--- config.mk ---
export PLATFORM = sky130hd
export DESIGN_NAME = syscall_reader
export DESIGN_NICKNAME = d
export VERILOG_FILES = /design/src/rtl/syscall_pkg.sv /design/src/rtl/word_packer.sv /design/src/rtl/syscall_reader.sv
export SDC_FILE = /design/constraint.sdc
export NUM_CORES = 1
export LEC_CHECK = 0
export BUFFER_PORTS_ARGS = -buffer_cell sky130_fd_sc_hd__buf_2
export CAP_MARGIN = 10
export CORE_MARGIN = 3
export CORE_UTILIZATION = 60
export DETAILED_ROUTE_END_ITERATION = 12
export PLACE_DENSITY_LB_ADDON = 0.08
export REMOVE_ABC_BUFFERS = 1
export SETUP_SLACK_MARGIN = 0.5
export SYNTH_ARGS = -nofsm -noshare
export SYNTH_HDL_FRONTEND = slang
export SYNTH_SLANG_ARGS = --single-unit
--- constraint.sdc ---
create_clock -name clk -period 6.36 [get_ports clk]
set_input_delay 0.954 -clock clk [delete_from_list [all_inputs] [get_ports clk]]
set_output_delay 0.954 -clock clk [all_outputs]
set_load 0.01 [all_outputs]
--- src/rtl/syscall_pkg.sv ---
// Shared syscall codes, ASCII constants and controller states for the console reader.
package syscall_pkg;

    localparam logic [31:0] PRINT_INT = 32'd1;
    localparam logic [31:0] PRINT_STR = 32'd4;
    localparam logic [31:0] READ_INT  = 32'd5;
    localparam logic [31:0] READ_STR  = 32'd8;
    localparam logic [31:0] EXIT      = 32'd10;
    localparam logic [31:0] READ_CHAR = 32'd12;

    localparam logic [7:0] ASCII_NL    = 8'h0A;
    localparam logic [7:0] ASCII_MINUS = 8'h2D;

    typedef enum logic [2:0] {
        IDLE,
        RD_INT,
        RD_STR,
        FLUSH,
        WB
    } state_t;

endpackage

--- src/rtl/word_packer.sv ---
// Packs console bytes little-endian into 32-bit words and writes each full word,
// then on flush writes the NUL-terminated, zero-filled tail word.
module word_packer (
    input  logic        clk,
    input  logic        rst_n,
    input  logic        start,
    input  logic [29:0] ptr_init,
    input  logic        push,
    input  logic [7:0]  data,
    input  logic        flush,
    output logic        mem_we,
    output logic [29:0] mem_addr,
    output logic [31:0] mem_wdata
);

    logic [29:0] ptr;
    logic [23:0] lanes;
    logic [1:0]  idx;
    logic        word_full;

    // Unfilled lanes are kept at zero, so a flush only has to append the NUL in byte 3.
    always_comb begin
        word_full = push && (idx == 2'd3);
        mem_we    = word_full || flush;
        mem_addr  = ptr;
        mem_wdata = 32'h0;
        if (word_full) begin
            mem_wdata = {data, lanes};
        end else if (flush) begin
            mem_wdata = {8'h00, lanes};
        end
    end

    always_ff @(posedge clk or negedge rst_n) begin
        if (!rst_n) begin
            ptr   <= 30'h0;
            lanes <= 24'h0;
            idx   <= 2'd0;
        end else if (start) begin
            ptr   <= ptr_init;
            lanes <= 24'h0;
            idx   <= 2'd0;
        end else if (push) begin
            if (idx == 2'd3) begin
                ptr   <= ptr + 30'd1;
                lanes <= 24'h0;
                idx   <= 2'd0;
            end else begin
                case (idx)
                    2'd0:    lanes[7:0]   <= data;
                    2'd1:    lanes[15:8]  <= data;
                    default: lanes[23:16] <= data;
                endcase
                idx <= idx + 2'd1;
            end
        end else if (flush) begin
            lanes <= 24'h0;
            idx   <= 2'd0;
        end
    end

endmodule

--- src/rtl/syscall_reader.sv ---
// Services read_int / read_string syscalls from the console, stalling the pipeline meanwhile.
// Optional read_char (code 12) is enabled by defining SYSCALL_READ_CHAR_EN.
module syscall_reader
    import syscall_pkg::*;
(
    input  logic        clk,
    input  logic        rst_n,
    input  logic        sys,
    input  logic [31:0] regv,
    input  logic [31:0] rega,
    input  logic [31:0] regl,
    input  logic [7:0]  rx_data,
    input  logic        rx_valid,
    output logic        rx_ready,
    output logic        stall,
    output logic        mem_we,
    output logic [29:0] mem_addr,
    output logic [31:0] mem_wdata,
    output logic        res_we,
    output logic [31:0] res_data
);

    state_t      state, state_nxt;
    logic [31:0] acc;
    logic        negate, first, armed, char_mode;
    logic [30:0] remain;
    logic        take, accept, is_int, is_str, is_char;
    logic        pk_start, pk_push, pk_flush;
    logic        unused_bits;

    assign unused_bits = ^rega[1:0];
    assign take        = rx_valid && rx_ready;
    assign is_int      = (regv == READ_INT);
    assign is_str      = (regv == READ_STR);
`ifdef SYSCALL_READ_CHAR_EN
    assign is_char     = (regv == READ_CHAR);
`else
    assign is_char     = 1'b0;
`endif

    always_comb begin
        state_nxt = state;
        stall     = 1'b0;
        rx_ready  = 1'b0;
        res_we    = 1'b0;
        res_data  = 32'h0;
        accept    = 1'b0;
        pk_start  = 1'b0;
        pk_push   = 1'b0;
        pk_flush  = 1'b0;
        case (state)
            IDLE: begin
                if (sys && armed && (is_int || is_str || is_char)) begin
                    accept = 1'b1;
                    stall  = 1'b1;
                    if (is_str) begin
                        pk_start = 1'b1;
                        // Zero or negative length: nothing to write, service is this cycle only.
                        if (regl[31] || (regl == 32'h0)) state_nxt = IDLE;
                        else                             state_nxt = RD_STR;
                    end else begin
                        state_nxt = RD_INT;
                    end
                end
            end
            RD_INT: begin
                stall    = 1'b1;
                rx_ready = 1'b1;
                if (take && (char_mode || (rx_data == ASCII_NL))) state_nxt = WB;
            end
            RD_STR: begin
                stall    = 1'b1;
                rx_ready = (remain != 31'd0);
                if (remain == 31'd0) begin
                    state_nxt = FLUSH;
                end else if (take) begin
                    pk_push = 1'b1;
                    if (rx_data == ASCII_NL) state_nxt = FLUSH;
                end
            end
            FLUSH: begin
                stall     = 1'b1;
                pk_flush  = 1'b1;
                state_nxt = IDLE;
            end
            WB: begin
                stall     = 1'b1;
                res_we    = 1'b1;
                res_data  = negate ? -acc : acc;
                state_nxt = IDLE;
            end
            default: state_nxt = IDLE;
        endcase
    end

    always_ff @(posedge clk or negedge rst_n) begin
        if (!rst_n) begin
            state     <= IDLE;
            armed     <= 1'b1;
            acc       <= 32'h0;
            negate    <= 1'b0;
            first     <= 1'b0;
            char_mode <= 1'b0;
            remain    <= 31'd0;
        end else begin
            state <= state_nxt;
            // A held sys must be seen low once before another service may start.
            if (accept)    armed <= 1'b0;
            else if (!sys) armed <= 1'b1;

            if (accept) begin
                acc       <= 32'h0;
                negate    <= 1'b0;
                first     <= 1'b1;
                char_mode <= is_char;
                remain    <= regl[30:0] - 31'd1;
            end else if ((state == RD_INT) && take) begin
                first <= 1'b0;
                if (char_mode) begin
                    acc <= {24'h0, rx_data};
                end else if ((rx_data == ASCII_MINUS) && first) begin
                    negate <= 1'b1;
                end else if ((rx_data >= 8'h30) && (rx_data <= 8'h39)) begin
                    acc <= acc * 32'd10 + {28'h0, rx_data[3:0]};
                end
            end else if ((state == RD_STR) && take) begin
                remain <= remain - 31'd1;
            end
        end
    end

    word_packer u_word_packer (
        .clk       (clk),
        .rst_n     (rst_n),
        .start     (pk_start),
        .ptr_init  (rega[31:2]),
        .push      (pk_push),
        .data      (rx_data),
        .flush     (pk_flush),
        .mem_we    (mem_we),
        .mem_addr  (mem_addr),
        .mem_wdata (mem_wdata)
    );

endmodule

==> metrics.md <==
| Metric | Value |
|---|---|
| Status | `finished clean` |
| Setup_tns | `0 ns` |
| Post-synth ARST share | `100%` |
| Clk slew on worst S/H paths | `around 0.060 ns` |
| Total core area | `16800 um^2` |
| Vertical die dimension | `138 um` |
| Highest clock rate | `between 0.2 and 0.25 GHz` |
| Fin util | `between 70% and 80%` |
| Switching power | `approximately 470 uW` |
| Worst path max stage delay | `between 0.5 and 0.6 ns` |
| Non-Filler Instances | `1683` |
| GPL Wtd Cong | `approximately 0.95` |
| RSZ-0062 raised after global routing | `no` |
| Setup WS pre-CTS | `1.68 ns` |
| Antenna fix cells | `0` |
| Die Width | `138 um` |
| GRT overflow | `0` |
| Detail Route Antenna Nets | `0` |
| Pre-antenna DRT Iters | `5` |
| Sequential power share | `approximately two fifths` |
| Arr. time, crit path | `between 3 and 4 ns` |
| Maxcap violations | `0` |
| Comb power frac | `5.8%` |
| Post-synthesis sequential area ratio | `between 30% and 40%` |
| Internal | `~1.5 mW` |
| DIE AREA | `between 15000 and 20000 um^2` |
| Clock buffer count from CTS | `17` |
| Nets | `roughly 1600` |
| Post-CTS Setup Repair Bufs | `0` |
| Fraction of layout cells with a size suffix above 1 | `19.3%` |
| Worst clock skew | `approximately 0.016 ns` |
| Area grow syn2layout | `16.3%` |
| Hold-fix buffers at CTS | `0` |
| Top Ports | `slightly above 200` |
| Via density | `between 5 and 6` |
| Pin count of the biggest net entering global routing | `70` |
| Final hold vios | `0` |
| Post-Place Cells | `~1700` |
| Initial Util | `between 60 and 70%` |
| Clock latency at the later pin of the worst-skew pair | `0.43 ns` |
| Clock Sinks | `between 100 and 150` |
| Detail Placement HPWL | `between 20 and 25 mm` |
| Top cell family by delay on the critical path | `simple AND/OR/NAND/NOR gates` |
| Transition time of the tightest slew-check pin | `around 1.1 ns` |
| Post-synth EDFFs | `0` |
| Max_slew headroom | `24.5%` |
| Power Density | `approximately 160 nW/um^2` |
| Root Driver | `clkbuf_16` |
| CP bufs+invs | `1` |
| Syn Area/Cell | `roughly 8.1 um^2` |
| Row count | `47` |
| Fin worst setup slack | `roughly 1.8 ns` |
| Initial DRC count | `approximately 520` |
| WS Path Type | `register to primary output` |
| DRC viols | `0` |
| Max Slew Vio Count | `0` |
| Global-route wire length before repair | `44.1 mm` |
| Power Total | `just under 2 mW` |
| Crit-path cells | `or4_1 > nor3_1 > nand3_1 > or2_2 > or3_1 > or2_2 > o21ai_0 > xor2_1 > nor2_1 > buf_2` |
| TritonCTS clock tree | `built` |
| Vias in the first global route | `approximately 9400` |
| DR vias | `slightly below 10000` |
| WL final | `26.8 mm` |
| Gr usage total | `28.5%` |
| Clock power share | `53.2%` |
| Placed cell areas | `between 10000 and 15000 um^2` |
| Top cell by count, worst path | `or2_2` |
| Max FO, Critical Path | `7` |
| H-Tree Depth | `4` |
| Worst setup SP type | `register` |
| Post-route clock period utilization | `~72%` |
| Post-synthesis register bit count | `~130` |
| Number of port buffers | `203` |
| Hold Path Class | `register to register` |
| Longest Clk Path Bufs | `2` |
| Synth warn | `0` |
| Initial antenna violation count | `0` |
| Slowest cell on the critical path | `or4_1` |
| Area of the mapped netlist | `about 10000 um^2` |
| Post-synth top flop | `dfrtp_1` |
| Fin area | `about 12000 um^2` |
| Leakage | `~5.8 nW` |
| Sw frac | `23.9%` |
| CP Capture Type | `primary output` |
| CP Data Required Time | `around 5.4 ns` |
| Gates resized, CTS repair | `0` |
| Maximum VDD drop | `about 0.18 mV` |
| Fin crit period | `approximately 4.6 ns` |
| WHS | `approximately 0.47 ns` |
| Final number of setup-violating endpoints | `0` |
| Unique masters post-synth | `between 70 and 80` |
| Syn Inst Count | `roughly 1300` |
| WL/cell | `15.9 um` |
-- cells in the final DEF, fill, tap and decap left out, drive strengths merged, types with 26 or more instances in the layout --
| cell | synthesis | final |
|---|---|---|
| buf | 9 | 209 |
| nor2 | 142 | 142 |
| nand2 | 138 | 138 |
| o21ai | 126 | 126 |
| dfrtp | 124 | 124 |
| xor2 | 91 | 91 |
| xnor2 | 70 | 70 |
| ha | 64 | 64 |
| nand3 | 63 | 63 |
| a21oi | 61 | 61 |
| nor3 | 47 | 47 |
| nand4 | 32 | 32 |
| nor4 | 31 | 31 |
| inv | 24 | 30 |
| mux2i | 26 | 26 |
-- sequential cells by signal (all words and copies together), names as in the netlist --
name and flops:
remain 31, u_word_packer.idx 2, state 3, negate 1, u_word_packer.mem_addr 30, u_word_packer.lanes 24
acc 32, first 1, armed 1
-- cell usage after synthesis (3+ instances only) --
library cell / number / area (um^2)
nor3b_1: 3 / 22.5
nor4_2: 4 / 50.1
or4_1: 7 / 52.6
o21ai_1: 4 / 20.0
nand4b_1: 4 / 35.0
nand3_1: 63 / 315
nor4_1: 25 / 156
xnor2_1: 70 / 613
a22o_1: 8 / 70.1
nor3_2: 4 / 40.0
nor2_1: 141 / 529
or3_1: 17 / 106
mux2i_1: 25 / 250
and2_1: 8 / 50.1
inv_1: 24 / 90.1
o211ai_1: 10 / 75.1
buf_6: 3 / 33.8
buf_1: 3 / 11.3
xor2_1: 91 / 797
a21o_1: 5 / 37.5
o41ai_1: 3 / 26.3
o21a_1: 7 / 52.6
nand2_1: 136 / 510
a31oi_1: 4 / 25.0
or2_2: 7 / 43.8
nand2b_1: 5 / 31.3
a21boi_0: 3 / 22.5
a221oi_1: 3 / 26.3
and4_1: 3 / 26.3
o21ai_0: 122 / 611
o31ai_1: 8 / 60.1
a211oi_1: 5 / 37.5
clkbuf_1: 48 / 180
ha_1: 64 / 801
nand4_1: 32 / 200
dfrtp_1: 124 / 3100
and3_1: 18 / 113
a21oi_1: 61 / 305
nor3_1: 42 / 210
nor2b_1: 24 / 150
-- layout make-up --
cell class              instances  area [um^2]
well taps                     220          275
repair buffers                209         1060
clock inverters                13          176
fillers                      1395         4640
flip-flops and latches        125         3130
inverters                      24         90.1
multi-input cells            1073         6930
clock buffers                  19          453
-- power by group through the flow --
stage | registers (mW) | clock network [mW] | logic, mW
floorplan | 0.820 | 0 | 0.0420
detailed placement | 0.821 | 0 | 0.114
CTS | 0.807 | 1.06 | 0.114
finish | 0.807 | 1.05 | 0.113
global placement | 0.821 | 0 | 0.112
global route | 0.807 | 1.09 | 0.128
-- kinds of logic (layout without fill, tap and decap cells) --
kind of cell | after synthesis | count (layout) | share of synthesized area, %
AND/OR/NAND/NOR | 560 | 560 | 27.2
AO/OA/AOI/OAI | 258 | 258 | 14.6
multiplexers | 28 | 28 | 2.87
adder cells (fa/ha/maj) | 66 | 66 | 8.07
flip-flops | 125 | 125 | 30.0
buffers and inverters | 85 | 265 | 3.70
XOR/XNOR | 161 | 161 | 13.5
-- path summary, 6_finish.rpt --
kind | cells after the start | slack, ns | start | to
worst min-delay path | 2 | 0.47 | armed | armed
worst max register to register | 13 | 1.83 | acc[1] | acc[26]
min in group asynchronous | 1 | 0.60 | rst_n | acc[28]
worst min register to register | 2 | 0.47 | armed | armed
worst max-delay path | 10 | 1.76 | acc[6] | res_data[30]
max in group asynchronous | 2 | 4.39 | rst_n | u_word_packer.lanes[16]
-- layer usage --
metal  vias to the layer above  GRT usage [%]  wire (um)
met5                         -              0          0
met4                         0           8.67        486
met3                        46           4.35       1550
met2                       338           48.6      13200
met1                      4635           37.3      11600
li1                       4892              -          -
-- worst min-delay path, cell delays in order (launching register included) --
cell	delay, ns
dfstp_2	0.38
nand2_1	0.05
nand2_1	0.04
No activity file was read; power rests on OpenSTA's default activity.
